$ cat src/rtl/mdio_pkg.sv
// Shared types and frame constants for the MDIO management-station controller.
package mdio_pkg;

    typedef enum logic [2:0] {
        S_IDLE,
        S_PRE,
        S_HDR,
        S_TA,
        S_DAT,
        S_DONE
    } state_t;

    localparam int ST_HI      = 31;
    localparam int ST_LO      = 30;
    localparam int OP_HI      = 29;
    localparam int OP_LO      = 28;
    localparam int HDR_BITS   = 14;
    localparam int TA_BITS    = 2;
    localparam int FRAME_BITS = 32;

    localparam logic [1:0] ST_C22 = 2'b01;
    localparam logic [1:0] ST_C45 = 2'b00;

    localparam logic [1:0] OP_C22_WR    = 2'b01;
    localparam logic [1:0] OP_C22_RD    = 2'b10;
    localparam logic [1:0] OP_C45_ADDR  = 2'b00;
    localparam logic [1:0] OP_C45_WR    = 2'b01;
    localparam logic [1:0] OP_C45_RDINC = 2'b10;
    localparam logic [1:0] OP_C45_RD    = 2'b11;

    // Anything that is not a recognised read is serialised as a write-type frame.
    function automatic logic is_read(input logic [1:0] st, input logic [1:0] op);
        logic rd;
        rd = 1'b0;
        if (st == ST_C22) begin
            case (op)
                OP_C22_RD: rd = 1'b1;
                OP_C22_WR: rd = 1'b0;
                default:   rd = 1'b0;
            endcase
        end else if (st == ST_C45) begin
            case (op)
                OP_C45_ADDR, OP_C45_WR:  rd = 1'b0;
                OP_C45_RD, OP_C45_RDINC: rd = 1'b1;
                default:                 rd = 1'b0;
            endcase
        end
        return rd;
    endfunction

endpackage

$ cat src/rtl/mdio_clkgen.sv
// MDC generator: one bit period is 2*CLK_DIV clk cycles, low half first.
// Held parked (MDC low, counter at its terminal value) while run is low.
module mdio_clkgen #(
    parameter int CLK_DIV = 4
) (
    input  logic clk,
    input  logic rst,
    input  logic run,
    output logic mdc,
    output logic rise_tick,
    output logic fall_tick
);

    localparam int CW = ($clog2(2 * CLK_DIV) < 1) ? 1 : $clog2(2 * CLK_DIV);
    localparam logic [CW-1:0] CNT_RISE = CW'(CLK_DIV - 1);
    localparam logic [CW-1:0] CNT_LAST = CW'(2 * CLK_DIV - 1);

    logic [CW-1:0] cnt;

    // Parking on the terminal count makes the first enabled edge start bit 0.
    assign rise_tick = run && (cnt == CNT_RISE);
    assign fall_tick = run && (cnt == CNT_LAST);

    always_ff @(posedge clk) begin
        if (!rst || !run) begin
            cnt <= CNT_LAST;
            mdc <= 1'b0;
        end else begin
            cnt <= fall_tick ? '0 : cnt + 1'b1;
            if (rise_tick)
                mdc <= 1'b1;
            else if (fall_tick)
                mdc <= 1'b0;
        end
    end

endmodule

$ cat src/rtl/mdio_master.sv
// MDIO management station: serialises one 32-bit frame per request, with
// optional preamble, read turnaround check and a busy/done handshake.
module mdio_master
    import mdio_pkg::*;
#(
    parameter int CLK_DIV = 4,
    parameter int PRE_LEN = 32
) (
    input  logic        clk,
    input  logic        rst,
    input  logic        MDIO_START,
    input  logic [31:0] T_DATA,
    input  logic        MDIO_IN,
    output logic [15:0] RD_DATA,
    output logic        DATA_RDY,
    output logic        RD_ERR,
    output logic        BUSY,
    output logic        MDC,
    output logic        MDIO_OE,
    output logic        MDIO_OUT
);

    localparam int TOTAL = PRE_LEN + FRAME_BITS;
    localparam int BW    = $clog2(TOTAL + 1);
    localparam logic [BW-1:0] B_HDR = BW'(PRE_LEN);
    localparam logic [BW-1:0] B_TA  = BW'(PRE_LEN + HDR_BITS);
    localparam logic [BW-1:0] B_DAT = BW'(PRE_LEN + HDR_BITS + TA_BITS);
    localparam logic [BW-1:0] B_END = BW'(TOTAL);

    state_t        state, next_state;
    logic [BW-1:0] bit_cnt;      // number of bits already started
    logic [31:0]   tx;
    logic [15:0]   rx;
    logic          rd_frame;
    logic          ta_err;
    logic          run;
    logic          rise_tick;
    logic          fall_tick;

    assign run      = state inside {S_PRE, S_HDR, S_TA, S_DAT};
    assign BUSY     = (state != S_IDLE);
    assign DATA_RDY = (state == S_DONE);

    mdio_clkgen #(.CLK_DIV(CLK_DIV)) u_clkgen (
        .clk       (clk),
        .rst       (rst),
        .run       (run),
        .mdc       (MDC),
        .rise_tick (rise_tick),
        .fall_tick (fall_tick)
    );

    always_ff @(posedge clk) begin
        if (!rst)
            state <= S_IDLE;
        else
            state <= next_state;
    end

    // NOTE: next_state gets its default before the case so no path can infer a latch.
    always_comb begin
        next_state = state;
        unique case (state)
            S_IDLE: if (MDIO_START) next_state = (PRE_LEN > 0) ? S_PRE : S_HDR;
            S_DONE: next_state = S_IDLE;
            default: begin
                if (fall_tick) begin
                    if (bit_cnt == B_END)      next_state = S_DONE;
                    else if (bit_cnt >= B_DAT) next_state = S_DAT;
                    else if (bit_cnt >= B_TA)  next_state = S_TA;
                    else if (bit_cnt >= B_HDR) next_state = S_HDR;
                    else                       next_state = S_PRE;
                end
            end
        endcase
    end

    always_ff @(posedge clk) begin
        if (!rst) begin
            bit_cnt  <= '0;
            tx       <= '0;
            rx       <= '0;
            rd_frame <= 1'b0;
            ta_err   <= 1'b0;
            RD_DATA  <= '0;
            RD_ERR   <= 1'b0;
            MDIO_OE  <= 1'b0;
            MDIO_OUT <= 1'b1;
        end else begin
            if (state == S_IDLE && MDIO_START) begin
                tx       <= T_DATA;
                rd_frame <= is_read(T_DATA[ST_HI:ST_LO], T_DATA[OP_HI:OP_LO]);
                bit_cnt  <= '0;
                ta_err   <= 1'b0;
                RD_ERR   <= 1'b0;
            end

            // During TA bit 1 the counter already points at the first data bit.
            if (rise_tick) begin
                if (state == S_TA && bit_cnt == B_DAT)
                    ta_err <= MDIO_IN;
                if (state == S_DAT)
                    rx <= {rx[14:0], MDIO_IN};
            end

            if (fall_tick) begin
                if (next_state == S_DONE) begin
                    MDIO_OE  <= 1'b0;
                    MDIO_OUT <= 1'b1;
                    if (rd_frame) begin
                        RD_DATA <= rx;
                        RD_ERR  <= ta_err;
                    end
                end else begin
                    bit_cnt <= bit_cnt + 1'b1;
                    if (next_state == S_PRE) begin
                        MDIO_OE  <= 1'b1;
                        MDIO_OUT <= 1'b1;
                    end else begin
                        MDIO_OUT <= tx[31];
                        tx       <= {tx[30:0], 1'b0};
                        MDIO_OE  <= !(rd_frame && next_state != S_HDR);
                    end
                end
            end
        end
    end

endmodule

$ cat config.mk
export PLATFORM = sky130hd
export DESIGN_NAME = mdio_master
export DESIGN_NICKNAME = d
export VERILOG_FILES = /design/src/rtl/mdio_pkg.sv /design/src/rtl/mdio_clkgen.sv /design/src/rtl/mdio_master.sv
export SDC_FILE = /design/constraint.sdc
export NUM_CORES = 1
export LEC_CHECK = 0
export BUFFER_PORTS_ARGS = -buffer_cell sky130_fd_sc_hd__buf_2
export CORE_MARGIN = 2
export CORE_UTILIZATION = 40
export DETAILED_ROUTE_END_ITERATION = 16
export PLACE_DENSITY = 0.6
export SYNTH_ARGS = -nofsm -noshare
export SYNTH_HDL_FRONTEND = slang
export SYNTH_HIERARCHICAL = 1
export SYNTH_SLANG_ARGS = --single-unit
export TNS_END_PERCENT = 100
$ cat constraint.sdc
create_clock -name clk -period 3.7 [get_ports clk]
set_clock_uncertainty 0.2 [all_clocks]
set_input_delay 0.37 -clock clk [delete_from_list [all_inputs] [get_ports clk]]
set_output_delay 0.37 -clock clk [all_outputs]
set_load 0.01 [all_outputs]
# Yosys cells after proc, flatten, opt, wreduce, memory -nomap -nowiden
# Index checks and enable logic that the tools add are counted.
# word_totals
input_bits	36
word_cells	84
out_inout_bits	22
reg_bits	83
# op_classes
n_lt_le_gt_ge	3
n_reduce_logical	19
eq_ne	16
muxes	32
addsub	2
# ops
cell	count
$mux W32	4
$ge A7 B6 Y1 const B	3
$mux W7	3
$mux W1	16
$mux W3	5
$eq A3 B3 Y1 const B	4
$eq A3 B2 Y1 const B	3
$add A7 B1 Y7 const B	1
$eq A7 B6 Y1 const B	1
$eq A7 B7 Y1 const B	1
$eq A3 B1 Y1 const B	2
$pmux W3 S2	1
$logic_and A1 B1 Y1	5
$eq A2 B1 Y1 const B	2
$eq A2 B2 Y1 const B	2
$logic_not A2 Y1	2
$mux W2	2
$reduce_bool A4 Y1	1
$reduce_or A2 Y1	2
$add A3 B1 Y3 const B	1
$logic_not A1 Y1	3
$logic_not A3 Y1	1
$ne A3 B2 Y1 const B	1
$reduce_and A3 Y1	1
other kinds (5)	5

# Logic depth before layout (Yosys ltp)
# Gate-level depths: netlist of run 1.
# depth
word_depth	12
ltp_mapped	11
ltp_nobuf	8

# Cells and area by module
# Netlist of run 1, hierarchy kept.
# by_module_without_submodules
mod	area_each_um2	cells_each	seq_area_each_um2	instances
mdio_master	3528.4	430	1581.5	1
mdio_clkgen	177.7	17	80.1	1

# Worst setup path after synthesis of run 1
# No wires, ideal clock.
# synth_path
kind	reg-to-reg
startpoint	register u_clkgen.cnt[0]
endpoint	register bit_cnt[2]
setup_slack_ns	1.155
setup_ns	0.120
t_arrival_ns	2.225
stages_incl_launch_ff	10
required_time_ns	3.380
synth_period_minus_slack_ns	2.545
path_buffers	1
cell_sequence	dfxtp_1 ha_1 ha_1 and2_2 buf_4 and2_1 a221oi_2 o211ai_1 nor4b_1 a211o_2
# synth_via
elab_chain_cells	7
# synth_rtl
element	line_no	text
from (decl)	mdio_clkgen.sv:18	logic [CW-1:0] cnt;
from (signal assigned)	mdio_clkgen.sv:29	cnt <= fall_tick ? '0 : cnt + 1'b1;
$eq A3 B3 Y1 *	mdio_clkgen.sv:22	assign fall_tick = run && (cnt == CNT_LAST);
$logic_and A1 B1 Y1 *	mdio_clkgen.sv:22	
named net fall_tick	mdio_master.sv:38	logic fall_tick;
$mux W3	mdio_master.sv:67	if (fall_tick) begin
$pmux W3 S2	mdio_master.sv:63	unique case (state)
$eq A3 B3 Y1	mdio_master.sv:107	if (next_state == S_DONE) begin
$mux W7	mdio_master.sv:107	
$mux W7 *	mdio_master.sv:106	if (fall_tick) begin
to (signal assigned)	mdio_master.sv:115	bit_cnt <= bit_cnt + 1'b1;
to (decl)	mdio_master.sv:31	logic [BW-1:0] bit_cnt;
# Mark *: on every way through the listed nets, which the timed path passes. The rest lies on a longest branch.
# A chain may end at the register's enable or synchronous reset.

# Worst setup path after layout of run 1
# layout_path
startpoint	register u_clkgen.cnt[0]
endpoint	register tx[17]
# layout_via
elab_chain_cells	8
elab_cells_between_ends	9
classes_between	3 x eq/ne; 5 x mux; 1 x reduce/logical
# layout_rtl
element	line_no	text
$eq A3 B3 Y1 *	mdio_clkgen.sv:22	
$logic_and A1 B1 Y1 *	mdio_clkgen.sv:22	
named net fall_tick	mdio_master.sv:38	
$mux W3	mdio_master.sv:67	
$pmux W3 S2	mdio_master.sv:63	
$eq A3 B1 Y1	mdio_master.sv:116	if (next_state == S_PRE) begin
$mux W32	mdio_master.sv:116	
$mux W32	mdio_master.sv:107	
$mux W32 *	mdio_master.sv:106	
to (signal assigned)	mdio_master.sv:121	tx <= {tx[30:0], 1'b0};
to (decl)	mdio_master.sv:32	logic [31:0] tx;
# Marks and branches as above.

==> impl_results.md, run 1 <==
- Max Cap Viol: 0
- Cell Area, Placed: 4010 um2
- Tot Pwr: 1952 uW
- Post-Synth Simple-Gate Area: 0.2438
- CTS root buf: clkbuf_8
- CTS sink cnt: 83
- Final slew viol count: 0
- Post_cts resized: 0
- Initial cell density of the core: 0.4069
- Fin nets: 527
- Via/cell ratio: 5.189
- Mapped Area: approximately 3700 um2
- Crit path required time: ~3800 ps
- Post-synth EDFFs: 0
- Post-synthesis adder-cell area fraction: 0.01688
- Setup slack after layout: 585.9 ps
- Cell taking the most area after synthesis: dfxtp_1
- GRT overflow: 0
- Slew headroom: 0.5769
- Syn Area/Cell: 8.291 um2
- Post-CTS Setup Repair Bufs: 0
- Power density cells: around 460 nW/um2
- Cells after DPL: 586
- GR met2 Demand/Resource: 0.2432
- Htree depth: 3
- Critical Path Fanout Max: 46
- Yosys synthesis warning count: 6
- Skew-Pair Late Insertion Delay: 350 ps
- Die span in y: 100.3 um
- Antenna diodes: 0
- Pin count of the biggest net entering global routing: 47
- Routing usage on met1: 0.2281
- Crit-path leading delay family: compound AO/OA/AOI/OAI gates
- Slowest CP cell: o22a_2
- DR pass1 iterations: 4
- Worst endpoint data arrival time: 3170 ps
- Synth top cells by count: 128 x nand2_1, 83 x dfxtp_1, 38 x nor2_1
- Final HPWL DP: 5076 um
- ANT nets after route: 0
- Seq/Total Area, Yosys: 0.4483
- Worst Setup SP: u_clkgen/cnt[0]
- IO Pins: 58
- Drt drc: 0
- First-pass GRT wire length: 13250 um
- Vias: 3124
- Hold crit path type: primary input to register
- Most common cell on crit path: ha_1
- Drt wl/cell: 12.95 um
- Status: finished clean
- Synth top area cells: dfxtp_1 45%, nand2_1 13%, a311oi_2 6.9%
- Fin. Hold Viols: 0
- Initial antenna violation count: 0
- Hold_sp: T_DATA[16]
- Row cnt: 35
- Clk buf depth: 2
- Number of buffers and inverters on the critical path: 1
- Initial drt markers: 157
- Setup CP Type: register to register
- GR Util All Layers: 0.1613
- Cells after synthesis: around 450
- Tmin final: 3114 ps
- Die width: about 100 um
- CP Launch Type: register
- LEAKAGE: 0.001653 uW
- Overall routed net length: 7793 um
- Fin crit share: 0.8416
- Compound-Gate Fraction of Synth Area: 0.2161
- Die ar.: 10050 um2
- GPL Wtd Cong: 0.7621
- Area grow syn2layout: 14.42%
- Most Used Layer, Global Route: met2
- Post-synthesis cell type count: 54
- Primary FF master, synth: dfxtp_1
- Ys async rst share: 0
- # setup viols final: 0
- Core area: roughly 9100 um2
- Fin area: roughly 4200 um2
- I/O Buffers: 57
- Clock transition at path regs: approximately 90 ps
- Syn Nets: 488
- Grt met3 use: 0.03343
- Delay of the slowest critical-path stage: 500 ps
- F_max: 321.1 MHz
- Register bit count reported by yosys: 83
- Synth Area in XOR/XNOR: 0.01182
- Pre-CTS setup slack: ~630 ps
- TNS Setup: 0 ps
- Worst-margin pin slew: 632.8 ps
- FF-to-FF Start: u_clkgen/cnt[0]
- # hold bufs at CTS: 0
- TritonCTS clock tree: built
- Most common cell in the netlist: nand2_1
- Top cell type's share of synthesized area: 0.4483
- Largest family of logic cells by synthesized area: simple AND/OR/NAND/NOR gates
- Layout Cells excl Fill: 602
- Max VDD drop: ~0.17 mV
- RSZ-0062 raised after global routing: no
- Crit-path cells: ha_1, ha_1, and2_2, and2_1, a221oi_2, o22a_2, buf_12, nor2_1, a311oi_1
- Mux contribution to synthesized area: 0.003038
- Cts bufs inserted: 9
- Vias in the first global route: around 2900
- Critical Path Sink Type: register
- Share of layout cells above drive strength 1: 0.2261
## cell families (layout without fill, tap and decap cells)
kind of cell	count (synthesis)	count (layout)
buffers and inverters	45	89
XOR/XNOR	5	5
multiplexers	1	1
AND/OR/NAND/NOR	211	211
adder cells (fa/ha/maj)	5	5
AO/OA/AOI/OAI	97	97
flip-flops	83	83
## registers in the layout, indices dropped and copies added (netlist names)
name / flops
MDIO_OUT: 1
u_clkgen/mdc: 1
rd_frame: 1
RD_ERR: 1
bit_cnt: 7
RD_DATA: 16
MDIO_OE: 1
ta_err: 1
tx: 32
rx: 16
state: 3
u_clkgen/cnt: 3
## final timing paths
check	depth (start not counted)	slack (ps)	to
worst min register to register	2	270	rx[15]
worst min-delay path	3	80	tx[16]
worst max register to register	9	590	tx[17]
worst max-delay path	9	590	tx[17]
## routing by layer
layer	routed length [um]	part of all wire
met1	3915	0.50
met2	3520	0.45
met3	301	0.039
met4	56	0.0072
met5	0	0
## metrics by stage
stage | util | hold WS, ps
floorplan | - | 231.1
global placement | 0.4402 | 248.3
detailed placement | 0.4402 | 256.3
CTS | 0.4655 | 58.38
global route | 0.4655 | 67.35
finish | 0.4655 | 77.63
## layout by cell type, fill, tap and decap left out, types with 3 or more instances in the layout
cell type    n
and3_1       5
inv_1        9
ha_1         5
a311oi_2    17
nand3_1     20
nor2_1      38
xnor2_1      3
o2bb2ai_1    3
dfxtp_1     83
a311oi_1    14
a21oi_1     24
buf_2       57
inv_6        3
buf_4        5
o21ai_0     20
clkbuf_8     9
nand2_1    128
## layout make-up
class | count | area, um2
fillers | 950 | 4868
multi-input cells | 319 | 1829
flip-flops and latches | 83 | 1662
repair buffers | 63 | 342.8
well taps | 111 | 138.9
clock buffers | 9 | 123.9
clock inverters | 7 | 106.4
inverters | 10 | 37.54
## power by group
part / internal [uW] / switching [uW] / total (uW)
logic: 93.0 / 138 / 231
clock network: 394 / 361 / 754
registers: 940 / 26.2 / 966
total: 1430 / 525 / 1950
## worst min-delay path, cell delays in order
cell      delay [ps]
buf_2             90
nand2_1           50
a311oi_1          70
Note: power is estimated with default switching activity, not from simulation.
==> run 2, diff against run 1 <==
- clock period: 3.7 -> 2.9 ns (I/O delays scaled with it)
==> impl_results.md, run 2 (synthesis gave the netlist of run 1 again) <==
- Die ar.: 10050 um2
- CP Launch Type: register
- GRT overflow: 0
- I/O Buffers: 57
- TNS Setup: 0 ps
- Fin. Hold Viols: 0
- First-pass GRT wire length: around 14000 um
- Share of layout cells above drive strength 1: 0.2318
- Crit path required time: 2950 ps
- Area grow syn2layout: 19.58%
- Status: finished clean
- F_max: ~370 MHz
- Core area: just over 9000 um2
- Commonest non-fill, non-tap cells in the layout: 128 x nand2_1, 83 x dfxtp_1, 57 x buf_2
- CTS root buf: clkbuf_8
- IO Pins: 58
- DR pass1 iterations: 4
- Row cnt: 35
- Power density cells: 564.9 nW/um2
- CTS sink cnt: 83
- GPL Wtd Cong: 0.7798
- Final HPWL DP: 5152 um
- Worst Setup SP: u_clkgen/cnt[0]
- Vias: 3201
- Die width: roughly 100 um
- Tmin final: 2724 ps
- # setup viols final: 0
- ANT nets after route: 0
- Critical Path Fanout Max: 33
- Hold_sp: T_DATA[12]
- Max Cap Viol: 0
- Initial cell density of the core: 0.4069
- Clock transition at path regs: ~90 ps
- Fin area: 4432 um2
- Commonest non-fill, non-tap cell in the layout: nand2_1
- Layout Cells excl Fill: 620
- Hold crit path type: primary input to register
- FF-to-FF Start: u_clkgen/cnt[0]
- Most flops, register: tx
- Clk buf depth: 2
- Initial drt markers: 141
- Max VDD drop: about 0.28 mV
- Tot Pwr: 2504 uW
- Final slew viol count: 0
- Fin nets: 545
- Worst endpoint data arrival time: 2780 ps
- Overall routed net length: 8296 um
- Antenna diodes: 0
- GR Util All Layers: 0.1690
- Fill cells: roughly 900
- Htree depth: 3
- Cts bufs inserted: 9
- Skew-Pair Late Insertion Delay: 350 ps
- TritonCTS clock tree: built
- Fin crit share: 0.9392
- Critical Path Sink Type: register
- LEAKAGE: between 0.0015 and 0.002 uW
- Via/cell ratio: 5.163
- Initial antenna violation count: 0
- Slew headroom: 0.5115
- Die span in y: 100.3 um
- Max reg flops: 32
- Vias in the first global route: 3048
- Cell Area, Placed: 4053 um2
- Top Registers: tx (32), RD_DATA (16), rx (16)
- Setup CP Type: register to register
- Drt wl/cell: 13.38 um
- Worst-margin pin slew: roughly 730 ps
- Drt drc: 0
- Cells after DPL: 590
- Pin count of the biggest net entering global routing: 66
run 2: metal layers:
metal / global-route usage / wire, um / vias to the layer above
li1: - / - / 1658
met1: 0.2228 / 4073 / 1468
met2: 0.2741 / 3855 / 68
met3: 0.03621 / 302 / 7
met4: 0.05901 / 65 / 0
met5: 0 / 0 / -
run 2: worst max-delay path, cell delays in order (launching register included):
cell      delay [ps]
dfxtp_1          320
ha_1             220
ha_1             230
and2_2           280
and2_1           180
a221oi_2         380
o22a_2           270
buf_12           200
nor2_1            60
a311oi_1         260
run 2: timing repair:
action                                 CTS  global route
gates resized for setup                  0             1
setup endpoints to repair                0            19
endpoints found under the hold margin   12             0
hold buffers                            12             0
buffers inserted                         0             1
run 2: path summary, 6_finish.rpt:
check        endpoint  slack (ps)  cells after the start
max reg2reg    tx[11]         180                      9
min            tx[12]          10                      3
min reg2reg    rx[15]         260                      2
max            tx[11]         180                      9
run 2: where the power goes:
part           total (uW)  switching, uW  internal [uW]  leakage (uW)
logic                 332            188            144      0.000955
clock network         940            445            494      0.000116
registers            1230           32.3           1200      0.000676
run 2: layout make-up:
| type | count | area (um2) | area share |
|---|---|---|---|
| well taps | 111 | 138.9 | 0.03134 |
| inverters | 10 | 37.54 | 0.008470 |
| clock buffers | 9 | 123.9 | 0.02795 |
| flip-flops and latches | 83 | 1662 | 0.3749 |
| repair buffers | 81 | 538.0 | 0.1214 |
| multi-input cells | 319 | 1833 | 0.4136 |
| clock inverters | 7 | 98.84 | 0.02230 |
run 2: per-stage QoR:
stage                     setup WS, ps  utilization  hold WS [ps]
final                            176.5       0.4865         11.12
after detailed placement         153.0       0.4449         251.4
after global placement           253.3       0.4449         247.1
after global routing            -4.147       0.4865         8.378
after floorplan                  355.2            -         226.0
after CTS                        131.8       0.4826        0.3122
==> run 3, diff against run 2 <==
- clock period: 2.9 -> 2.61 ns (I/O delays scaled with it)
==> impl_results.md, run 3 (synthesis gave the netlist of run 1 again) <==
- Die width: 100.3 um
- Pre-CTS setup slack: 90.85 ps
- Status: finished clean
- TritonCTS clock tree: built
- Overall routed net length: about 8400 um
- Max reg flops: 32
- Tmin final: 2469 ps
- Hold Crit Depth: 4
- Antenna diodes: 0
- CP Launch Type: register
- Slew headroom: 0.5977
- Sw Ratio: 0.2683
- Hold crit path type: primary input to register
- CTS root buf: clkbuf_8
- Clock network power share: 0.374
- Top Registers: tx (32), RD_DATA (16), rx (16)
- Critical Path Fanout Max: 5
- Initial antenna violation count: 0
- Row cnt: 35
- Worst-margin pin slew: 601.8 ps
- Setup CP Type: register to register
- Htree depth: 3
- Final HPWL DP: 5225 um
- Vias in the first global route: 3056
- Pin count of the biggest net entering global routing: 40
- Initial drt markers: 113
- Internal Power: 2086 uW
- I/O Buffers: 57
- Combinational fraction of design power: 0.146
- GR met2 Demand/Resource: 0.2674
- # setup viols final: 0
- Crit path required time: 2660 ps
- Most Used Layer, Global Route: met2
- Reg2Reg Depth: 8
- Share of layout cells above drive strength 1: 0.2439
- DR pass1 iterations: 4
- Worst endpoint data arrival time: ~2500 ps
- Routing usage on met1: 0.2352
- Critical Path Sink Type: register
- Area grow syn2layout: 28.33%
- Flop pwr share: 0.480
- RSZ-0062 raised after global routing: no
- Core Util, Final: 0.5221
- Max VDD drop: 0.3342 mV
- Commonest non-fill, non-tap cells in the layout: 128 x nand2_1, 83 x dfxtp_1, 57 x buf_2
- LEAKAGE: approximately 0.0019 uW
- Core area: 9109 um2
- TNS Setup: 0 ps
- Clock transition at path regs: 90 ps
- Cts bufs inserted: 9
- GRT overflow: 0
- Die ar.: slightly above 10000 um2
- GPL Wtd Cong: 0.7834
- Die span in y: between 100 and 150 um
- Final slew viol count: 0
- Drt drc: 0
- Grt met3 use: 0.02925
- ANT nets after route: 0
- Clk buf depth: 2
- Fin crit share: 0.9459
- Skew-Pair Late Insertion Delay: 360 ps
- IO Pins: 58
- Commonest non-fill, non-tap cell in the layout: nand2_1
- First-pass GRT wire length: 14030 um
- F_max: 405.0 MHz
- Most flops, register: tx
- Fin nets: 573
- Power density cells: 599.5 nW/um2
- CTS sink cnt: 83
- Setup slack after layout: 141.2 ps
- Fin. Hold Viols: 0
- Vias: 3350
- NetSw: 765.0 uW
- Via/cell ratio: 5.170
- GR Util All Layers: 0.1717
- Initial cell density of the core: 0.4069
- Drt wl/cell: approximately 13 um
- Max Cap Viol: 0
## run 3: cell count changes in the layout (fill, tap and decap cells not counted), moves of 2 or more
cell	change
ha_2	+2
buf_4	+6
ha_1	-2
clkinv_2	-2
dlygate4sd3_1	+21
## run 3: power by group through the flow
stage	Clock, uW	Sequential [uW]	Combinational [uW]
after global routing	1150	1380	463
after floorplan	0	1390	258
final	1070	1370	415
after detailed placement	0	1400	360
after global placement	0	1400	353
after CTS	1100	1370	398
## run 3: what timing repair did
| item | in CTS | in global routing |
|---|---|---|
| resized for setup | 0 | 9 |
| endpoints found under the setup margin | 0 | 46 |
| hold buffers | 33 | 0 |
| buffers inserted | 0 | 1 |
| endpoints found under the hold margin | 33 | 0 |
## run 3: cell type report
class,count,area [um2]
fill,878,4353
multi-input combinational,319,1876
sequential,83,1662
timing repair buffer,109,813.3
tap,111,138.9
clock buffer,9,123.9
clock inverter,7,105.1
inverter,10,37.54
## run 3: worst max-delay path, stage by stage (launching register included)
cell      delay (ps)
dfxtp_1          320
ha_2             190
ha_2             190
and2_2           220
and2_4           160
a221oi_4         280
o211ai_1         260
nor4b_2          230
a211o_2          300
## run 3: per-layer routing
metal	part of all wire	vias to the layer above	wire (um)
met1	0.48	1564	4038
met3	0.035	10	298
met5	0	-	0
met4	0.014	0	122
met2	0.47	65	3968
li1	-	1711	-
## run 3: path summary, 6_finish.rpt
check             startpoint         end  slack (ps)
max          u_clkgen/cnt[0]  bit_cnt[2]         140
min                T_DATA[0]       tx[0]          60
max reg2reg  u_clkgen/cnt[0]  bit_cnt[2]         140
min reg2reg           rx[15]      rx[15]         270
## run 3: through the flow
step	instances	area, um2	power [uW]	hold slack [ps]
2_1_floorplan	447	3706	1649	197.0
3_3_place_gp	597	4118	1749	247.3
3_5_place_dp	597	4118	1756	255.7
4_1_cts	646	4677	2866	43.05
5_1_grt	648	4756	2987	87.68
6_report	648	4756	2851	56.90
